<file path="config.mk">
export PLATFORM = sky130hd
export DESIGN_NAME = seq_stim_gen
export DESIGN_NICKNAME = d
export VERILOG_FILES = /design/src/rtl/seq_stim_pkg.sv /design/src/rtl/seq_gap_cnt.sv /design/src/rtl/seq_stim_gen.sv
export SDC_FILE = /design/constraint.sdc
export NUM_CORES = 1
export LEC_CHECK = 0
export ABC_AREA = 0
export BUFFER_PORTS_ARGS = -buffer_cell sky130_fd_sc_hd__buf_2
export CAP_MARGIN = 20
export CORE_UTILIZATION = 50
export DETAILED_ROUTE_END_ITERATION = 8
export GPL_ROUTABILITY_DRIVEN = 0
export PLACE_DENSITY = 0.8
export SYNTH_ARGS = -nofsm -noshare
export SYNTH_HDL_FRONTEND = slang
export SYNTH_SLANG_ARGS = --single-unit
</file>
<file path="constraint.sdc">
create_clock -name clk -period 1.85 [get_ports clk]
set_input_delay 0.555 -clock clk [delete_from_list [all_inputs] [get_ports clk]]
set_output_delay 0.555 -clock clk [all_outputs]
set_load 0.01 [all_outputs]
</file>
<file path="src/rtl/seq_stim_pkg.sv">
// Shared types and helpers for the a/b/c/d stimulus generator.
package seq_stim_pkg;

    typedef enum logic [1:0] {
        IDLE = 2'd0,
        RUN  = 2'd1,
        DONE = 2'd2
    } seq_state_e;

    // Legal range of the a&&b -> d distance
    localparam logic [1:0] GD_MIN = 2'd1;
    localparam logic [1:0] GD_MAX = 2'd3;

    // Clamp the requested a&&b -> d distance into GD_MIN..GD_MAX
    function automatic logic [1:0] clamp_gd(input logic [1:0] g);
        logic [2:0] w;
        w = {1'b0, g};
        if (w < {1'b0, GD_MIN})
            return GD_MIN;
        else if (w > {1'b0, GD_MAX})
            return GD_MAX;
        else
            return g;
    endfunction

endpackage

</file>
<file path="src/rtl/seq_gap_cnt.sv">
// Loadable up-counter giving the cycle offset inside one repetition, with a
// terminal-count compare. One bit wider than the gap so 1+max_gap fits.
module seq_gap_cnt #(
    parameter int W = 5
) (
    input  logic         clk,
    input  logic         rst_n,
    input  logic         clr,
    input  logic         en,
    input  logic [W-1:0] term_val,
    output logic [W-1:0] off,
    output logic         term
);

    logic [W-1:0] off_reg;

    // Clear has priority so a repetition boundary restarts at offset 0
    always_ff @(posedge clk or negedge rst_n) begin
        if (!rst_n)
            off_reg <= '0;
        else if (clr)
            off_reg <= '0;
        else if (en)
            off_reg <= off_reg + W'(1);
    end

    assign off  = off_reg;
    assign term = (off_reg == term_val);

endmodule

</file>
<file path="src/rtl/seq_stim_gen.sv">
// Registered a/b/c/d stimulus generator: on start, emits N back-to-back
// repetitions of a&&b, b, d (1..3 cycles after a&&b), c (programmable gap
// after b), then pulses done.
// Optional feature macro: SEQ_GEN_ERR_INJ_EN (suppresses d in the last
// repetition when err_inj is sampled high with start).
module seq_stim_gen
    import seq_stim_pkg::*;
#(
    parameter int GAP_W  = 4,
    parameter int REPS_W = 3
) (
    input  logic              clk,
    input  logic              rst_n,
    input  logic              start,
    input  logic [1:0]        gap_d,
    input  logic [GAP_W-1:0]  gap_c,
    input  logic [REPS_W-1:0] reps,
    input  logic              err_inj,
    output logic              a,
    output logic              b,
    output logic              c,
    output logic              d,
    output logic              busy,
    output logic              done
);

    seq_state_e        state_reg;
    logic [1:0]        gd_l_reg;
    logic [GAP_W-1:0]  gc_l_reg;
    logic [REPS_W-1:0] reps_l_reg;
    logic [REPS_W-1:0] rep_reg;
    logic              a_reg, b_reg, c_reg, d_reg, busy_reg, done_reg;

    logic [GAP_W:0]    off;
    logic              term;
    logic [GAP_W:0]    term_val;
    logic              last_rep;
    logic              cnt_clr;
    logic              cnt_en;
    logic              d_sup;

    // Config values as they would be latched on start
    logic [1:0]        gd_in;
    logic [GAP_W-1:0]  gd_ext;
    logic [GAP_W-1:0]  gc_in;
    logic [REPS_W-1:0] reps_in;

    assign gd_in   = clamp_gd(gap_d);
    assign gd_ext  = {{(GAP_W-2){1'b0}}, gd_in};
    assign gc_in   = (gap_c < gd_ext) ? gd_ext : gap_c;
    assign reps_in = (reps == '0) ? REPS_W'(1) : reps;

    // Terminal offset (c position) computed one bit wider so it never wraps
    assign term_val = {1'b0, gc_l_reg} + {{GAP_W{1'b0}}, 1'b1};
    assign last_rep = (rep_reg == reps_l_reg);
    assign cnt_clr  = ((state_reg == IDLE) && start) ||
                      ((state_reg == RUN) && term && !last_rep);
    assign cnt_en   = (state_reg == RUN);

    seq_gap_cnt #(.W(GAP_W + 1)) u_gap_cnt (
        .clk      (clk),
        .rst_n    (rst_n),
        .clr      (cnt_clr),
        .en       (cnt_en),
        .term_val (term_val),
        .off      (off),
        .term     (term)
    );

`ifdef SEQ_GEN_ERR_INJ_EN
    logic inj_l_reg;

    // Capture the error-injection request together with the run config
    always_ff @(posedge clk or negedge rst_n) begin
        if (!rst_n)
            inj_l_reg <= 1'b0;
        else if ((state_reg == IDLE) && start)
            inj_l_reg <= err_inj;
    end

    assign d_sup = inj_l_reg && last_rep;
`else
    logic unused_err_inj;
    assign unused_err_inj = err_inj;
    assign d_sup = 1'b0;
`endif

    // Sequencer FSM: latches config, tracks repetitions, decodes registered outputs
    always_ff @(posedge clk or negedge rst_n) begin
        if (!rst_n) begin
            state_reg  <= IDLE;
            gd_l_reg   <= '0;
            gc_l_reg   <= '0;
            reps_l_reg <= '0;
            rep_reg    <= '0;
            a_reg      <= 1'b0;
            b_reg      <= 1'b0;
            c_reg      <= 1'b0;
            d_reg      <= 1'b0;
            busy_reg   <= 1'b0;
            done_reg   <= 1'b0;
        end else begin
            case (state_reg)
                IDLE: begin
                    a_reg    <= 1'b0;
                    b_reg    <= 1'b0;
                    c_reg    <= 1'b0;
                    d_reg    <= 1'b0;
                    busy_reg <= 1'b0;
                    done_reg <= 1'b0;
                    if (start) begin
                        gd_l_reg   <= gd_in;
                        gc_l_reg   <= gc_in;
                        reps_l_reg <= reps_in;
                        rep_reg    <= REPS_W'(1);
                        state_reg  <= RUN;
                    end
                end
                RUN: begin
                    a_reg    <= (off == '0);
                    b_reg    <= (off <= (GAP_W+1)'(1));
                    d_reg    <= (off == {{(GAP_W-1){1'b0}}, gd_l_reg}) && !d_sup;
                    c_reg    <= term;
                    busy_reg <= 1'b1;
                    done_reg <= 1'b0;
                    if (term) begin
                        if (last_rep)
                            state_reg <= DONE;
                        else
                            rep_reg <= rep_reg + REPS_W'(1);
                    end
                end
                DONE: begin
                    a_reg     <= 1'b0;
                    b_reg     <= 1'b0;
                    c_reg     <= 1'b0;
                    d_reg     <= 1'b0;
                    busy_reg  <= 1'b0;
                    done_reg  <= 1'b1;
                    state_reg <= IDLE;
                end
                default: begin
                    a_reg     <= 1'b0;
                    b_reg     <= 1'b0;
                    c_reg     <= 1'b0;
                    d_reg     <= 1'b0;
                    busy_reg  <= 1'b0;
                    done_reg  <= 1'b0;
                    state_reg <= IDLE;
                end
            endcase
        end
    end

    assign a    = a_reg;
    assign b    = b_reg;
    assign c    = c_reg;
    assign d    = d_reg;
    assign busy = busy_reg;
    assign done = done_reg;

endmodule

</file>
======== Word-level counts from Yosys, hierarchy flattened ========
Cells that the tools add are included.
storage, ports and cells
  flip-flop bits (word level) ............. 25
  latch bits .............................. 0
  RAM bits ................................ 0
  bits in read-only memories .............. 0
  input bits .............................. 13
  output and inout bits ................... 6
  memories ................................ 0
cells by class
  add/subtract/negate cells ............... 3
  multipliers ............................. 0
  divide/modulo/power cells ............... 0
  $lt $le $gt $ge ......................... 3
  equal/unequal tests ..................... 9
  shift operators ......................... 0
  multiplexer cells ....................... 19
  bitwise logic cells ..................... 0
  reduce and logical (&&, ||, !) cells .... 13
operator list
  cell                   number
  $mux W3                4
  $mux W5                2
  $mux W2                4
  $ne A2 B2 Y1 const B   4
  $mux W1                6
  $pmux W3 S2            1
  $add A4 B1 Y5 const B  1
  $add A5 B1 Y5 const B  1
  $eq A5 B2 Y1           1
  $eq A5 B5 Y1           1
  $le A5 B1 Y1 const B   1
  $logic_not A5 Y1       1
  $lt A4 B2 Y1           1
  $mux W4                1
  $pmux W2 S2            1
  $reduce_and A4 Y1      1
  $reduce_bool A2 Y1     2
  $add A3 B1 Y3 const B  1
  $eq A3 B3 Y1           1
  $logic_and A1 B1 Y1    3
  $logic_not A3 Y1       1
  $reduce_and A3 Y1      1
  $eq A2 B1 Y1 const B   1
  $eq A2 B2 Y1 const B   1
  5 further kinds        5

======== Logic depth before layout (Yosys ltp) ========
Gate-level depths: netlist of the first run.
  word-level depth ........................ 6
  mapped depth ............................ 6

======== Cells and area by module ========
Synthesis of the first run repeated with hierarchy kept, for this count alone.
second synthesis, totals
  cells, all modules ...................... 120
  area, all modules ....................... 1231.2 µm²
modules (own cells, without submodules)
  module        instances  cells an instance  area each (µm²)  seq. area each (µm²)
  seq_stim_gen  1          94                 959.7            500.5
  seq_gap_cnt   1          26                 271.5            125.1

======== Worst setup path after synthesis of the first run ========
Ideal clock, no wire load.
  kind .................................... reg-to-reg
  from .................................... reg gc_l_reg[0]
  to ...................................... reg u_gap_cnt.off_reg[1], in the netlist u_gap_cnt.off[1]
  library setup time ...................... 0.121 ns
  arrival ................................. 1.767 ns
  required time ........................... 1.729 ns
  slack ................................... -0.039 ns
  stages on the path, launching flop included .. 7
  cell sequence ........................... dfrtp_1 > ha_1 > o21ba_1 > a221oi_2 > o2111ai_2 > nand2b_4 > a32o_2
on the way
  cells in the longest elaborated chain, start to end .. 6
  elaborated cells between the ends (all ways) .. 7
RTL lines
  element                                        RTL line             RTL
  start: declaration                             seq_stim_gen.sv:29   logic [GAP_W-1:0] gc_l_reg;
  start signal: assignment                       seq_stim_gen.sv:113  gc_l_reg <= gc_in;
  $add A4 B1 Y5 *                                seq_stim_gen.sv:54   assign term_val = {1'b0, gc_l_reg} + {{GAP_W{1'b0}}, 1'b1};
  $eq A5 B5 Y1 *                                 seq_gap_cnt.sv:28    assign term = (off_reg == term_val);
  $logic_and A1 B1 Y1 * (2 in a row)             seq_stim_gen.sv:57   ((state_reg == RUN) && term && !last_rep);
  $logic_or A1 B1 Y1 *                           seq_stim_gen.sv:56   assign cnt_clr = ((state_reg == IDLE) && start) ||
  $mux W5 or $reduce_bool A2 Y1 (tied branches)  -
  end signal: assignment                         seq_gap_cnt.sv:24    off_reg <= off_reg + W'(1);
  end: declaration                               seq_gap_cnt.sv:15    logic [W-1:0] off_reg;
Mark *: on every way between the ends. The rest lies on a longest branch, timed or not.
A chain may end at the register's enable or synchronous reset.

======== Final worst setup path of the first run ========
  from .................................... reg gc_l_reg[1]
  to ...................................... reg rep_reg[0]
on the way
  cells in the longest elaborated chain, start to end .. 4
RTL lines
  element                             RTL line             RTL
  $add A4 B1 Y5                       seq_stim_gen.sv:54
  $eq A5 B5 Y1                        seq_gap_cnt.sv:28
  $ne A2 B2 Y1 (no source line)       -
  $reduce_and A4 Y1 (no source line)  -
  end signal: assignment              seq_stim_gen.sv:130  rep_reg <= rep_reg + REPS_W'(1);
  end: declaration                    seq_stim_gen.sv:31   logic [REPS_W-1:0] rep_reg;
No other way between the ends.

==> run metrics, run 1 <==
status complete, but fails checks; failing checks setup timing; element type at the critical path end flop; CP Max Fanout 4; TNS Setup -392.5 ps; Setup Skew 14.48 ps; crit path cell chain ha_4 > o21ba_4 > a221oi_2 > o2111ai_2 > nor3_4 > mux2i_1; Ys Warns 0; initial antenna violation count 0; Net Count, Synth 150; via/cell ratio 5.429; maxcap violations 0; Final WS setup -102.7 ps; sequential area share after synthesis 47.57%; Overall Global Routing Usage 21.54%; fill count 227; Seq. cell area 625.6 um^2; crit path buf inv count 0; # hold bufs at CTS 0; max reg flops 5; Tmin final 1953 ps; clk_lat worst skew 330 ps; Slew Viols, Final 0; die area 0.002839 mm^2; CP Class reg2reg; DRT Pass-1 Iters 4; sequential share of power 39.7%; type of origin of the critical path flop; Hold/Removal Path Class in2async; HPWL after DPL 1.896 mm; Vias 999; num rows 18; Achievable Freq 512.1 MHz; GRT overflow 0; multi-input logic area 660.6 um^2; H-tree Lvls 1; layout cells sized above 1 24.03%; Critical Path Max Stage Delay 450 ps; combinational share of power 50.0%; P_leak 0.7261 nW; DR DRC count 0; Yosys reg bits 25; first-pass GRT wire length 4.181 mm; Clk pin slew, worst setup/hold paths 150 ps; TritonCTS clock tree done; Die Wd 53.29 um; Max Root-Sink Buffers 2; Psw 0.9972 mW; num ports 19; CTS buffer count 3; Placement Cell Area 0.001444 mm^2; Top delay family on crit path compound AO/OA/AOI/OAI gates; fin cells 184; violation count after the first detailed-route iteration 13; layout net count 174; largest net degree at the start of global routing 26; Final Hold Fails 0; pre-CTS worst setup slack -121.4 ps; Max IR drop VDD 0.8403 mV; Worst path slowest cell dfrtp_1; Slew headroom 63.30%; antenna diode count 0; Sink Count 25; core area 0.002477 mm^2; post-synth cell types 39; Worst-Margin Slew 550.4 ps; average footprint of a synthesized cell 10.04 um^2; cell count after synthesis 131; Syn Std Cell Area 0.001315 mm^2; Internal 1.507 mW; Tcrit/Tclk final 105.5%; setup repair after global routing missed its margin true; post-DR wirelength/cell 14.29 um; Die Ht 53.29 um; placed cells 177; arrival time at the worst endpoint 2200 ps; vias in the first global route 903; Power Total 2.504 mW; final core utilization 61.11%; CTS root buffer clkbuf_4; worst hold slack 182.4 ps; count of input and output buffers 17; Total Routed Length 2.629 mm; Initial Util 53.08%; Design Area, Final 0.001514 mm^2; total power per unit cell area 1654 mW/mm^2; Clk network pwr share 10.4%; area delta synth->final 15.13%; DRT antenna net count 0; switching share of power 39.82%; # setup viols final 6; WP data required 2100 ps
## cell usage in the layout (no fill, tap or decap), types with 2 or more instances in the layout
cell type   n
a21oi_1     2
a31oi_1     2
a32o_1      2
and2_1      2
buf_2      17
buf_4       7
clkbuf_4    3
dfrtp_1    25
ha_1        5
inv_1       6
mux2i_1     2
nand2_1    19
nand2b_1    3
nand3_1     4
nor2_1     11
nor3_1      2
o21ai_0     6
xnor2_1    10
## path summary, 6_finish.rpt
check | from | to | slack [ps] | cells past startpoint
max in group asynchronous | rst_n | u_gap_cnt.off[4] | 1290 | 1
hold / removal | rst_n | d | 180 | 1
hold reg to reg | state_reg[0] | done | 520 | 1
setup reg to reg | gc_l_reg[1] | rep_reg[0] | -100 | 6
min in group clk | gap_d[1] | gd_l_reg[0] | 410 | 2
setup / recovery | gc_l_reg[1] | rep_reg[0] | -100 | 6
## logic make-up after synthesis
kind of cell             count (synthesis)  synth area share (%)
AO/OA/AOI/OAI                           24                 14.08
multiplexers                             3                 2.379
adder cells (fa/ha/maj)                  6                 5.709
buffers and inverters                   12                 3.995
XOR/XNOR                                11                 7.326
flip-flops                              25                 47.57
AND/OR/NAND/NOR                         50                 18.94
## cell usage after synthesis (all sizes together)
library cell  instances  area (um^2)
o2111ai               1        15.01
dfrtp                25        625.6
a21o                  1        7.510
a32o                  3        31.28
a211oi                1        7.510
a31oi                 2        12.51
a22o                  1        8.760
and2                  2        12.51
inv                   6        22.52
buf                   1        11.26
o2bb2ai               1        8.760
o41ai                 1        8.760
nand3b                1        7.510
nand2b                4        32.53
xor2                  1        8.760
nand4                 1        6.260
clkbuf                4        15.01
o21ai                 7        35.03
and3                  2        13.77
o31ai                 1        7.510
xnor2                10        87.58
ha                    6        75.07
o21ba                 1        10.01
mux2i                 2        20.02
nor3                  4        31.28
a221oi                1        15.01
nor2                 11        41.29
nor2b                 1        6.260
o21a                  1        7.510
nor4                  1        6.260
clkinv                1        3.750
nand2                19        71.32
nand3                 4        20.02
mux2                  1        11.26
a21oi                 2        10.01
## what timing repair did
action	CTS	global route
pin swaps	6	2
buffers inserted	1	2
setup endpoints to repair	9	10
resized for setup	3	1
## area by class of cell
| type | count | share of cell area (%) |
|---|---|---|
| clock buffer | 4 | 1.736 |
| sequential | 25 | 41.32 |
| timing repair buffer | 24 | 9.091 |
| multi-input combinational | 94 | 43.64 |
| inverter | 7 | 1.736 |
| tap | 30 | 2.479 |
## metal layers
| layer | vias to the layer above | wire [um] | part of all wire (%) | GRT usage [%] |
|---|---|---|---|---|
| li1 | 495 | - | - | - |
| met3 | 5 | 93 | 3.5 | 2.586 |
| met2 | 20 | 1273 | 48 | 36.25 |
| met4 | 0 | 53 | 2.0 | 10.53 |
| met5 | - | 0 | 0 | 0 |
| met1 | 479 | 1210 | 46 | 26.91 |
## power groups by stage
stage	registers [mW]	logic, mW	clock network [mW]
2_1_floorplan	0.924	0.931	0
3_3_place_gp	0.974	1.09	0
3_5_place_dp	0.996	1.15	0
4_1_cts	0.993	1.21	0.257
5_1_grt	1.02	1.37	0.282
6_report	0.993	1.25	0.260
Note: power is estimated with default switching activity, not from simulation.
==> inputs of run 2 (changes only) <==
- ABC_AREA: 0 -> 1
- RECOVER_POWER: not set -> 50
==> run metrics, run 2 <==
status completed; type of origin of the critical path flop; worst reg-to-reg setup slack 220 ps (+320 ps); Critical Path Max Stage Delay 460 ps (about the same); met2 Track Usage GR 32.92% (-3.3 points); area delta synth->final 12.47%; Worst path slowest cell dfrtp_1; Yosys reg bits 25 (unchanged); largest net degree at the start of global routing 26 (unchanged); CTS root buffer clkbuf_4; vias in the first global route 983 (+8.9%); FF-to-FF Start gc_l_reg[0]; layout net count 200 (+15%); cell mode on critical path nand2_1; via/cell ratio 5.062 (-6.8%); sequential area share after synthesis 46.17% (-1.4 points); EDFF count, synth 0 (unchanged); antenna diode count 0 (unchanged); Overall Global Routing Usage 19.62% (-1.9 points); Tcrit/Tclk final 88.36% (-17 points); Slew Viols, Final 0 (unchanged); GRT overflow 0 (unchanged); core area 0.002522 mm^2 (+1.8%); post-synth cell types 26 (-33%); Commonest cells post-synth nand2_1, dfrtp_1, inv_1, nand3_1, nor2_1; CP Max Fanout 7 (+3); Die Ht 54.06 um (+1.5%); CTS buffer count 3 (unchanged); maxcap violations 0 (unchanged); Worst-Margin Slew 1307 ps (+756.7 ps); Syn Std Cell Area 0.001355 mm^2 (+3.0%); Hold Path Origin reps[1]; layout cells sized above 1 23.33% (-0.69 points); Worst Setup EP rep_reg[2]; GR peak layer met2; WP data required 2130 ps (+30 ps); die area 0.002922 mm^2 (+2.9%); multi-input logic area 660.6 um^2 (unchanged); Setup Skew 5.847 ps (-8.637 ps); count leader, synth nand2_1; crit path cell chain ha_4 > inv_1 > nand2_1 > nand2_1 > nor2_1 > nand2_1 > nor2_4 > nand4_4 > nand2_2 > nand2_1 > nand2_1; met1 Use GR 24.87% (-2.0 points); Reg2Reg Depth 11 (+5); Net Count, Synth 178 (+19%); cell count after synthesis 159 (+21%); commonest non-fill, non-tap cell in the layout nand2_1; Tmin final 1635 ps (-318.0 ps); switching share of power 23.39% (-16 points); num rows 18 (unchanged); Max Root-Sink Buffers 2 (unchanged); top_reg_cell synth dfrtp_1; most frequent cells in the layout nand2_1, dfrtp_1, buf_2; CP Class reg2reg; H-tree Lvls 1 (unchanged); Slew headroom 12.85% (-50 points); Final Hold Fails 0 (unchanged); ys async rst share 100.0% (unchanged); initial antenna violation count 0 (unchanged); sequential share of power 65.4% (+26 points); top cells by area, synth dfrtp_1, nand2_1, ha_1; total power per unit cell area 548.4 mW/mm^2 (-67%); Seq. cell area 625.6 um^2 (unchanged); TNS Setup 0 ps (+392.5 ps); DRT antenna net count 0 (unchanged); fill count 238 (+4.8%); # setup viols final 0 (-6); Placement Cell Area 0.001475 mm^2 (+2.2%); TritonCTS clock tree done; first-pass GRT wire length 4.071 mm (-2.6%); Psw 0.1955 mW (-80%); Total Routed Length 2.446 mm (-7.0%); clk_lat worst skew 330 ps (about the same); Initial Util 53.72% (+0.64 points); HPWL after DPL 1.801 mm (-5.0%); num ports 19 (unchanged); Internal 0.6403 mW (-58%); element type at the critical path end flop; CP Launch Point gc_l_reg[0]; Design Area, Final 0.001524 mm^2 (+0.66%); Sink Count 25 (unchanged); Hold/Removal Path Class in2reg; post-DR wirelength/cell 11.65 um (-18%); average footprint of a synthesized cell 8.522 um^2 (-15%); count of input and output buffers 17 (unchanged); capture point of the worst reg-to-reg path rep_reg[2]; arrival time at the worst endpoint 1920 ps (-280 ps); Clk network pwr share 30.9% (+21 points); met3 Track Usage GR 2.542% (-0.044 points); Ys Warns 0 (unchanged); DRT Pass-1 Iters 4 (unchanged); Vias 1063 (+6.4%); Die Wd 54.06 um (+1.5%); DR DRC count 0 (unchanged); leading area contributor after synthesis dfrtp_1; Max IR drop VDD 0.4143 mV (-51%); combinational share of power 3.7% (-46 points); max reg flops 5 (unchanged); P_leak 0.7910 nW (+8.9%); Clk pin slew, worst setup/hold paths 150 ps (about the same); Achievable Freq 611.8 MHz (+19%); Power Total 0.8358 mW (-67%); post-synth top area share 46.17% (-1.4 points); WHS Path Cells 3; violation count after the first detailed-route iteration 15 (+2); setup repair after global routing missed its margin false
[run 2: cell types whose count changed after synthesis, moves of 3 or more]
cell | before | now
nand2_1 | 19 | 42
inv_1 | 6 | 15
nand3_1 | 4 | 11
xnor2_1 | 10 | 4
nand2_2 | 0 | 5
clkbuf_1 | 4 | 0
inv_2 | 0 | 4
nor2_2 | 0 | 4
nand2b_1 | 3 | 0
o21ai_1 | 0 | 3
[run 2: layout make-up]
type,instances,area share (%)
Clock buffer,3,1.478
Clock inverter,1,0.4926
Inverter,19,4.680
Multi-Input combinational cell,113,43.35
Sequential cell,25,41.05
Tap cell,30,2.463
Timing Repair Buffer,19,6.486
[run 2: kinds of logic (layout without fill, tap and decap cells)]
kind of cell	Yosys count	after routing	synth area share (%)
AOI/OAI and AO/OA	20	20	8.495
xor gates and xnor gates	7	7	4.525
adders and majority gates	6	6	5.540
buffers and inverters	21	42	6.001
DFF	25	25	46.17
and+or+nand+nor	80	80	29.27
[run 2: per-layer routing]
| metal | share of wire (%) | routed length (um) |
|---|---|---|
| met4 | 1.4 | 34 |
| met1 | 48 | 1180 |
| met2 | 47 | 1152 |
| met5 | 0 | 0 |
| met3 | 3.3 | 80 |
[run 2: power by group through the flow]
stage,registers [mW],logic (mW),clock network (mW)
2_1_floorplan,0.557,0.00722,0
3_3_place_gp,0.557,0.0312,0
3_5_place_dp,0.557,0.0331,0
4_1_cts,0.547,0.0332,0.271
5_1_grt,0.547,0.0377,0.291
6_report,0.547,0.0311,0.258
[run 2: worst min path at each step]
stage | endpoint
global placement | done
CTS | reps_l_reg[2]
floorplan | a
finish | reps_l_reg[1]
detailed placement | reps_l_reg[2]
global route | reps_l_reg[1]
[run 2: critical path, delay by kind of cell, from the launching register on]
kind / cells / cell delay (ps)
buffers and inverters: 1 / 40
and+or+nand+nor: 9 / 790
adders and majority gates: 1 / 290
DFF: 1 / 460
[run 2: metrics by stage]
step                      hold WS, ps  instances  util, %  worst slack (ps)
after floorplan                 259.4        159        -             360.6
after global placement          489.5        205    58.48             229.3
after detailed placement        486.3        205    58.48             192.3
after CTS                       201.1        209    59.67             165.9
after global routing            425.9        210    60.42             30.95
final                           420.7        210    60.42             215.4
[run 2: timing repair]
item,CTS,global route
setup endpoints to repair,0,2
setup buffers,0,1
hold buffers,0,0
resized for setup,0,1
